`src/rtl/halt_controller.sv`:
```
// Run/step/halt controller for the remote-lab CPU clock chain: debounces the
// board buttons, tracks the run mode, gates the clock reducer and counts slow cycles.
module halt_controller #(
    parameter int unsigned DEBOUNCE_CYCLES = 50000
) (
    input  logic        entrada,
    input  logic        reset_n,
    input  logic        btn_run,
    input  logic        btn_step,
    input  logic        btn_halt,
    input  logic        cpu_halt,
    input  logic        clk_lento,
    output logic        halt,
    output logic [1:0]  estado,
    output logic [15:0] step_count
);

    typedef enum logic [1:0] {
        PARADO  = 2'b00,
        RODANDO = 2'b01,
        PASSO   = 2'b10,
        FIM     = 2'b11
    } state_e;

    localparam int          BTN_RUN  = 0;
    localparam int          BTN_STEP = 1;
    localparam int          BTN_HALT = 2;
    localparam logic [19:0] DB_LAST  = 20'(DEBOUNCE_CYCLES - 1);

    logic [2:0]  btn_s;
    logic [2:0]  sync1_q;
    logic [2:0]  sync2_q;
    logic [2:0]  lvl_q;
    logic [2:0]  lvl_d;
    logic [2:0]  lvl_prev_q;
    logic [2:0]  ev_q;
    logic [19:0] db_cnt_q [3];
    logic [19:0] db_cnt_d [3];
    logic        cpu_halt_q;
    logic        slow_q;
    logic        sl_rise_s;
    logic        active_s;
    state_e      state_q;
    state_e      state_d;
    logic        halt_q;
    logic        halt_d;
    logic [15:0] step_q;
    logic [15:0] step_d;

    assign btn_s     = {btn_halt, btn_step, btn_run};
    assign sl_rise_s = clk_lento & ~slow_q;
    assign active_s  = (state_q == RODANDO) || (state_q == PASSO);

    // Debounce counters: a level is accepted only after DEBOUNCE_CYCLES differing samples.
    always_comb begin
        for (int i = 0; i < 3; i++) begin
            lvl_d[i]    = lvl_q[i];
            db_cnt_d[i] = db_cnt_q[i];
            if (sync2_q[i] != lvl_q[i]) begin
                if (db_cnt_q[i] == DB_LAST) begin
                    lvl_d[i]    = ~lvl_q[i];
                    db_cnt_d[i] = 20'd0;
                end else begin
                    db_cnt_d[i] = db_cnt_q[i] + 20'd1;
                end
            end else begin
                db_cnt_d[i] = 20'd0;
            end
        end
    end

    // Synchronizers, debounce state, press-event pulses and input registers.
    always_ff @(posedge entrada or negedge reset_n) begin
        if (!reset_n) begin
            sync1_q    <= 3'b000;
            sync2_q    <= 3'b000;
            lvl_q      <= 3'b000;
            lvl_prev_q <= 3'b000;
            ev_q       <= 3'b000;
            for (int i = 0; i < 3; i++) begin
                db_cnt_q[i] <= 20'd0;
            end
            cpu_halt_q <= 1'b0;
            slow_q     <= 1'b0;
        end else begin
            sync1_q    <= btn_s;
            sync2_q    <= sync1_q;
            lvl_q      <= lvl_d;
            lvl_prev_q <= lvl_q;
            ev_q       <= lvl_q & ~lvl_prev_q;
            for (int i = 0; i < 3; i++) begin
                db_cnt_q[i] <= db_cnt_d[i];
            end
            cpu_halt_q <= cpu_halt;
            slow_q     <= clk_lento;
        end
    end

    // Mode next-state: cpu halt beats halt button beats run beats step; losers are dropped.
    always_comb begin
        state_d = state_q;
        case (state_q)
            PARADO: begin
                if (ev_q[BTN_HALT]) begin
                    state_d = PARADO;
                end else if (ev_q[BTN_RUN]) begin
                    state_d = RODANDO;
                end else if (ev_q[BTN_STEP]) begin
                    state_d = PASSO;
                end else begin
                    state_d = PARADO;
                end
            end
            RODANDO: begin
                if (cpu_halt_q) begin
                    state_d = FIM;
                end else if (ev_q[BTN_HALT]) begin
                    state_d = PARADO;
                end else begin
                    state_d = RODANDO;
                end
            end
            PASSO: begin
                if (cpu_halt_q) begin
                    state_d = FIM;
                end else if (ev_q[BTN_HALT] || sl_rise_s) begin
                    state_d = PARADO;
                end else begin
                    state_d = PASSO;
                end
            end
            FIM:     state_d = FIM;
            default: state_d = PARADO;
        endcase

        halt_d = (state_d == PARADO) || (state_d == FIM);

        if (sl_rise_s && active_s) begin
            step_d = step_q + 16'd1;
        end else begin
            step_d = step_q;
        end
    end

    // Mode, reducer gate and slow-cycle counter registers.
    always_ff @(posedge entrada or negedge reset_n) begin
        if (!reset_n) begin
            state_q <= PARADO;
            halt_q  <= 1'b1;
            step_q  <= 16'd0;
        end else begin
            state_q <= state_d;
            halt_q  <= halt_d;
            step_q  <= step_d;
        end
    end

    assign estado     = state_q;
    assign halt       = halt_q;
    assign step_count = step_q;

endmodule

```
`config.mk`:
```
export PLATFORM = sky130hd
export DESIGN_NAME = halt_controller
export DESIGN_NICKNAME = d
export VERILOG_FILES = /design/src/rtl/halt_controller.sv
export SDC_FILE = /design/constraint.sdc
export NUM_CORES = 1
export LEC_CHECK = 0
export ABC_CLOCK_PERIOD_IN_PS = 2200
export BUFFER_PORTS_ARGS = -buffer_cell sky130_fd_sc_hd__clkbuf_2
export CAP_MARGIN = 40
export CORE_UTILIZATION = 45
export CTS_CLUSTER_DIAMETER = 80
export CTS_CLUSTER_SIZE = 40
export DETAILED_ROUTE_END_ITERATION = 16
export SKIP_LAST_GASP = 1
export SLEW_MARGIN = 20
export SYNTH_ARGS = -nofsm -noshare
export SYNTH_HDL_FRONTEND = slang
export SYNTH_SLANG_ARGS = --single-unit
```
`constraint.sdc`:
```
create_clock -name entrada -period 2.2 [get_ports entrada]
set_input_delay 0.22 -clock entrada [delete_from_list [all_inputs] [get_ports entrada]]
set_output_delay 0.22 -clock entrada [all_outputs]
set_load 0.02 [all_outputs]
```
==> results.yml, run 1 <==
sta:
  tightest_slew_ns: 0.421
  slew_headroom_pct: 71.7
  fin_skew_ns: 0.0103
  rsz0062_at_grt: "false"
  final.setup.tns_ns: 0
  min_period_ns: 1.85
  hold_viol_final: 0
  fin_ws_ns: 0.350
  max_freq_mhz: 541
  finalSetupViolCount: 0
  drv_slew: 0
  hold_slack_ns: 0.275
  fin_crit_sh_pct: 84.1
power_and_ir_drop:
  sw_frac_of_total_pct: 25.2
  power.switching_w: 0.000815
  worst_ir_drop_vdd_uv: 355
  pwr-share-clk_pct: 37.3
  p_leak_nw: 2.20
  power.density_nw_per_um2: 650
  pwr-share-comb_pct: 5.6
  sequentialPowerShare_pct: 57.1
  intPower_w: 0.00242
yosys:
  synth_cell_types: 42
  synth.area.top_cells: "dfrtp_1, xor2_1, xnor2_1, nor2_1, nand3_1"
  synth_top_area_share_pct: 54.1
  synth_area_um2: 4390
  ys_seq_elements: 96
  synthCells: 417
  yosysTopAreaCell: "dfrtp_1"
  synth_seq_area_share_pct: 54.7
  synth_warnings: 0
  synth_area_per_cell_um2: 10.5
  syn-num-nets: 432
place:
  place_ws_ns: 0.376
  dp.cells: 567
  place.gp.congestion: 0.803
  dp_hpwl_um: 5580
  portBuffers: 25
die:
  coreArea_um2: 9330
  die_w_um: 101
  dieHeight_um: 101
  dieArea_um2: 10200
  rows: 35
  ios: 26
  start_util_pct: 47.1
detailed_routing:
  drt-wirelength-per-cell_um: 13.7
  dr.pass1.iters: 4
  dr_wl_met2_um: 3830
  drc: 0
  routed_wl_um: 8070
  top_layer: "met4"
  dr_total_vias: 3123
  final_antenna_net_count: 0
  via_per_inst: 5.30
  wl_met3_um: 259
  initialDrtViolationCount: 107
  wl_met1_um: 3930
clocking:
  cts_root_buf: "clkbuf_8"
  worst_skew_pair.late_latency_ns: 0.37
  ctsLongestPathBuffers: 2
  numCtsBuffers: 9
  clk_pin_slew_ns: 0.11
  cts_tree: "built"
  cts_resized: 0
  clock_sinks: 96
  htreeDepth: 3
critical_path:
  cp_max_fo: 5
  r2r_slack_ns: 0.35
  worstPathArrival_ns: 2.14
  timing.rr.end: "step_count[15]"
  crit_required_ns: 2.49
  cp-startpoint: "estado[0]"
  reg2reg_from: "estado[0]"
  endpoint_kind: "register"
  r2r_cells: 6
  setup.worst_path.class: "reg2reg"
  critPathLaunchType: "register"
job:
  drv_cap: 0
global_routing:
  grt_pass1_wl_um: 14100
  grt_start_max_net_pins: 55
  grt_overflow: 0
  grt_pass1_vias: 3094
  antenna_found_initial: 0
  grt_use_total_pct: 17.9
status:
  outcome: "complete, no violations"
cells_and_area:
  nNetsFinal: 470
  n_antenna_cell: 0
  layout.cells.non_filler: 589
  area_growth_pct: 13.4
  drive_gt1_share_pct: 12.8
min_path:
  worst_hold_path_type: "in2async"
==> metrics by stage <==
stage | total power, W | utilization (%) | area [µm²]
final | 0.00324 | 53.4 | 4980
after CTS | 0.00330 | 53.4 | 4980
after global routing | 0.00340 | 53.4 | 4980
after floorplan | 0.00197 | - | 4390
after global placement | 0.00206 | 50.5 | 4710
after detailed placement | 0.00207 | 50.5 | 4710
==> kinds of logic after synthesis <==
group / Yosys count / synth area share, %
muxes: 5 / 1.25
AOI/OAI and AO/OA: 38 / 5.10
DFF: 96 / 54.7
and+or+nand+nor: 188 / 23.1
xor gates and xnor gates: 57 / 11.4
buffers and inverters: 25 / 2.16
adders and majority gates: 8 / 2.28
==> synth_stat cells <==
| library cell | n |
|---|---|
| or4_4 | 1 |
| mux2i_1 | 1 |
| nand4_1 | 19 |
| nand4b_1 | 1 |
| clkbuf_1 | 11 |
| nor3_1 | 7 |
| dfrtp_1 | 95 |
| or3_1 | 12 |
| xnor2_1 | 24 |
| ha_1 | 8 |
| o21a_1 | 1 |
| o32ai_1 | 1 |
| mux2_2 | 3 |
| nand2_1 | 22 |
| nand4_2 | 1 |
| nand3_1 | 27 |
| or4_1 | 5 |
| o31ai_1 | 6 |
| nand4_4 | 1 |
| nor4_1 | 16 |
| xor2_1 | 33 |
| mux2_1 | 1 |
| and4_1 | 6 |
| nor4b_1 | 2 |
| buf_2 | 1 |
| inv_1 | 13 |
| o21ai_0 | 10 |
| or2_2 | 1 |
| nand2b_1 | 1 |
| nand3b_1 | 2 |
| and4b_1 | 1 |
| dfstp_2 | 1 |
| a21oi_1 | 16 |
| o31ai_2 | 1 |
| o22ai_1 | 1 |
| o21ai_1 | 1 |
| and3_1 | 7 |
| or2_1 | 2 |
| a311oi_1 | 1 |
| and2_1 | 2 |
| nor2b_1 | 3 |
| nor2_1 | 49 |
==> per-layer routing <==
layer | up-vias | global-route usage [%]
met1 | 1526 | 23.1
met2 | 49 | 29.5
met3 | 4 | 4.58
met5 | - | 0
met4 | 0 | 6.13
li1 | 1544 | -
==> power by group through the flow <==
| stage | registers (W) | logic [W] | clock network (W) |
|---|---|---|---|
| finish | 0.00185 | 0.000182 | 0.00121 |
| global route | 0.00186 | 0.000209 | 0.00133 |
| CTS | 0.00185 | 0.000189 | 0.00126 |
| detailed placement | 0.00189 | 0.000181 | 0 |
| global placement | 0.00188 | 0.000176 | 0 |
| floorplan | 0.00190 | 0.0000630 | 0 |
==> final cells by class <==
class | count | area [µm²]
clock inverters | 7 | 86.3
clock buffers | 9 | 124
multi-input cells | 296 | 1900
inverters | 13 | 48.8
flip-flops and latches | 96 | 2400
fillers | 830 | 4340
well taps | 129 | 161
repair buffers | 39 | 260
==> worst max-delay path: stages, from the launching register on <==
cell and delay [ns]:
dfrtp_1 0.42, inv_1 0.08, ha_1 0.29, nand3b_1 0.16, or2_1 0.34, nor4_1 0.30
xor2_1 0.18
==> worst max-delay path by stage <==
| stage | slack [ns] | to | depth (start not counted) |
|---|---|---|---|
| 5_1_grt | 0.15 | step_count[15] | 6 |
| 4_1_cts | 0.34 | step_count[15] | 6 |
| 3_5_place_dp | 0.38 | step_count[15] | 6 |
| 2_1_floorplan | 0.33 | step_count[15] | 7 |
| 3_3_place_gp | 0.45 | db_cnt_q[18] | 4 |
| 6_report | 0.35 | step_count[15] | 6 |
==> layout by cell type (no fill, tap or decap), types with 2 or more instances in the layout <==
master | Yosys | layout
clkbuf_2 | 0 | 24
o31ai_1 | 6 | 5
nor4_1 | 16 | 16
nor4b_1 | 2 | 2
inv_8 | 0 | 2
or2_1 | 2 | 2
nor2b_1 | 3 | 3
and3_1 | 7 | 7
dfrtp_1 | 95 | 95
nand3b_1 | 2 | 2
buf_4 | 0 | 8
and2_1 | 2 | 2
or3_1 | 12 | 12
o21ai_0 | 10 | 10
o31ai_2 | 1 | 2
or4_1 | 5 | 5
nand3_1 | 27 | 27
nand4_1 | 19 | 19
and4_1 | 6 | 6
dlygate4sd3_1 | 0 | 6
xor2_1 | 33 | 33
mux2_2 | 3 | 3
nor3_1 | 7 | 7
inv_1 | 13 | 13
nor2_1 | 49 | 49
nand2_1 | 22 | 22
ha_1 | 8 | 8
clkinv_4 | 0 | 2
clkbuf_8 | 0 | 9
xnor2_1 | 24 | 24
a21oi_1 | 16 | 16
==> flip-flops by register name, summed over array words and instances, names as in the netlist <==
name        count
estado          2
sync1_q         3
cpu_halt_q      1
sync2_q         3
step_count     16
lvl_q           3
db_cnt_q       60
ev_q            3
halt            1
lvl_prev_q      3
slow_q          1
==> what timing repair did <==
item	in CTS	in global routing
buffers inserted	0	0
endpoints found under the setup margin	0	0
hold endpoints to repair	26	0
hold buffers	6	0
Note: power is estimated with default switching activity, not from simulation.
==> inputs of run 2 (changes only) <==
--- a/config.mk
+++ b/config.mk
@@ -5,7 +5,7 @@
 export SDC_FILE = /design/constraint.sdc
 export NUM_CORES = 1
 export LEC_CHECK = 0
-export ABC_CLOCK_PERIOD_IN_PS = 2200
+export ABC_CLOCK_PERIOD_IN_PS = 1760
 export BUFFER_PORTS_ARGS = -buffer_cell sky130_fd_sc_hd__clkbuf_2
 export CAP_MARGIN = 40
 export CORE_UTILIZATION = 45
==> constraint.sdc (replaced) <==
create_clock -name entrada -period 1.76 [get_ports entrada]
set_input_delay 0.176 -clock entrada [delete_from_list [all_inputs] [get_ports entrada]]
set_output_delay 0.176 -clock entrada [all_outputs]
set_load 0.02 [all_outputs]
==> run 2 against run 1 <==
Compared with the run above: clock skew is 0.0023 ns higher; global-route usage hardly changed; fmax is 7.9% higher; hold slack better by 0.073 ns; sequential share of layout area is 2.4 points lower; worst setup slack worse by 0.30 ns; via count is 3.5% higher; final cell count is 5.1% higher; wire length is 3.9% higher; clock power is 12% higher; final area is 5.3% higher.
==> results.yml, run 2 (synthesized netlist as in run 1, its figures left out) <==
status:
  outcome: "complete, no violations"
clocking:
  clk_pin_slew_ns: 0.10
  cts_root_buf: "clkbuf_8"
  htreeDepth: 3
  ctsLongestPathBuffers: 2
  numCtsBuffers: 9
  cts_tree: "built"
  clock_sinks: 96
  worst_skew_pair.late_latency_ns: 0.36
sta:
  fin_ws_ns: 0.0455
  slew_headroom_pct: 62.1
  finalSetupViolCount: 0
  drv_slew: 0
  fin_skew_ns: 0.0127
  fin_crit_sh_pct: 97.4
  min_period_ns: 1.71
  rsz0062_at_grt: "true"
  hold_viol_final: 0
  max_freq_mhz: 583
  tightest_slew_ns: 0.569
place:
  place_ws_ns: 0.0283
  place.gp.congestion: 0.872
  portBuffers: 25
  dp_hpwl_um: 5850
cells_and_area:
  final-seq-area_um2: 2410
  drive_gt1_share_pct: 20.6
  nNetsFinal: 500
  multi_input_area_um2: 1950
  n_antenna_cell: 0
  layout_common_cells: "dfrtp_1, nor2_1, buf_4"
  final_common_cell: "dfrtp_1"
  regMostFlops: "db_cnt_q"
  finalCoreUtilization_pct: 56.3
  area_growth_pct: 19.5
  largest_reg_flops: 60
  fill_cells: 817
power_and_ir_drop:
  pwr-share-comb_pct: 6.2
  worst_ir_drop_vdd_uv: 443
  p_leak_nw: 2.34
  sw_frac_of_total_pct: 26.2
  power.switching_w: 0.00103
  sequentialPowerShare_pct: 59.0
  power.total_w: 0.00392
  intPower_w: 0.00289
  pwr-share-clk_pct: 34.8
  power.density_nw_per_um2: 747
global_routing:
  antenna_found_initial: 0
  grt_start_max_net_pins: 43
  grt_overflow: 0
  grt_use_total_pct: 17.9
  grt_pass1_vias: 3123
  grt_pass1_wl_um: 14400
critical_path:
  cp_max_fo: 4
  setup.worst_path.class: "reg2reg"
  cp-startpoint: "db_cnt_q[12]"
  reg2reg_from: "db_cnt_q[12]"
  worstPathArrival_ns: 2.00
  cpMaxStageDelayCell: "or4_4"
  endpoint_kind: "register"
  path_delay_family: "simple AND/OR/NAND/NOR gates"
  cpPeakStageDelay_ns: 0.52
  path_cells: "nand3_1 > or4_4 > or4_4 > a21oi_2"
  cp_common_cell: "or4_4"
  crit_required_ns: 2.04
  critPathLaunchType: "register"
  cp_num_buf_inv: 0
detailed_routing:
  initialDrtViolationCount: 72
  drc: 0
  dr.pass1.iters: 4
  final_antenna_net_count: 0
  via_per_inst: 5.22
  dr_total_vias: 3231
  routed_wl_um: 8380
  drt-wirelength-per-cell_um: 13.5
job:
  drv_cap: 0
die:
  coreArea_um2: 9330
  rows: 35
  ios: 26
  dieArea_um2: 10200
  start_util_pct: 47.1
  die_w_um: 101
  dieHeight_um: 101
min_path:
  worst_hold_path_type: "in2async"
-- run 2: layer usage --
| metal | vias to the layer above | share of wire, % | global-route usage [%] |
|---|---|---|---|
| met5 | - | 0 | 0 |
| met3 | 4 | 1.6 | 2.77 |
| met4 | 0 | 0.66 | 7.02 |
| met2 | 27 | 47 | 27.8 |
| li1 | 1602 | - | - |
| met1 | 1598 | 51 | 25.5 |
-- run 2: worst register-to-register path, cell delays in order, from the launching register on --
cell,delay (ns)
dfrtp_1,0.40
nand3_1,0.14
or4_4,0.52
or4_4,0.43
a21oi_2,0.15
-- run 2: metrics by stage --
step	TNS, ns	instances	hold WS, ns	area (µm²)
after floorplan	0	417	-0.120	4400
after global placement	0	587	0.212	4890
after detailed placement	0	587	0.212	4890
after CTS	0	609	0.349	5130
after global routing	-0.105	619	0.372	5250
final	0	619	0.348	5250
-- run 2: final timing paths --
path,end,slack [ns],cells after the start
worst min-delay path,db_cnt_q[45],0.35,2
worst max-delay path,db_cnt_q[18],0.05,4
worst min register to register,sync2_q[0],0.36,0
min in group entrada,sync2_q[0],0.36,0
max in group asynchronous,db_cnt_q[25],0.84,3
worst max register to register,db_cnt_q[18],0.05,4
-- run 2: power by group through the flow --
stage / Clock (W) / Sequential, W / Combinational, W
floorplan: 0 / 0.00238 / 0.0000788
global placement: 0 / 0.00235 / 0.000228
detailed placement: 0 / 0.00236 / 0.000233
CTS: 0.00143 / 0.00232 / 0.000246
global route: 0.00152 / 0.00232 / 0.000278
finish: 0.00136 / 0.00231 / 0.000243
-- run 2: area by class of cell --
class / count / area share [%]
flip-flops and latches: 96 / 45.8
multi-input cells: 296 / 37.2
repair buffers: 69 / 9.49
well taps: 129 / 3.07
clock buffers: 9 / 2.36
clock inverters: 7 / 1.12
inverters: 13 / 0.929
-- run 2: repair_timing --
item                       CTS  global route
setup buffers                0            10
hold endpoints to repair    44             0
setup endpoints to repair    0            14
hold buffers                 6             0
resized for setup            0            10
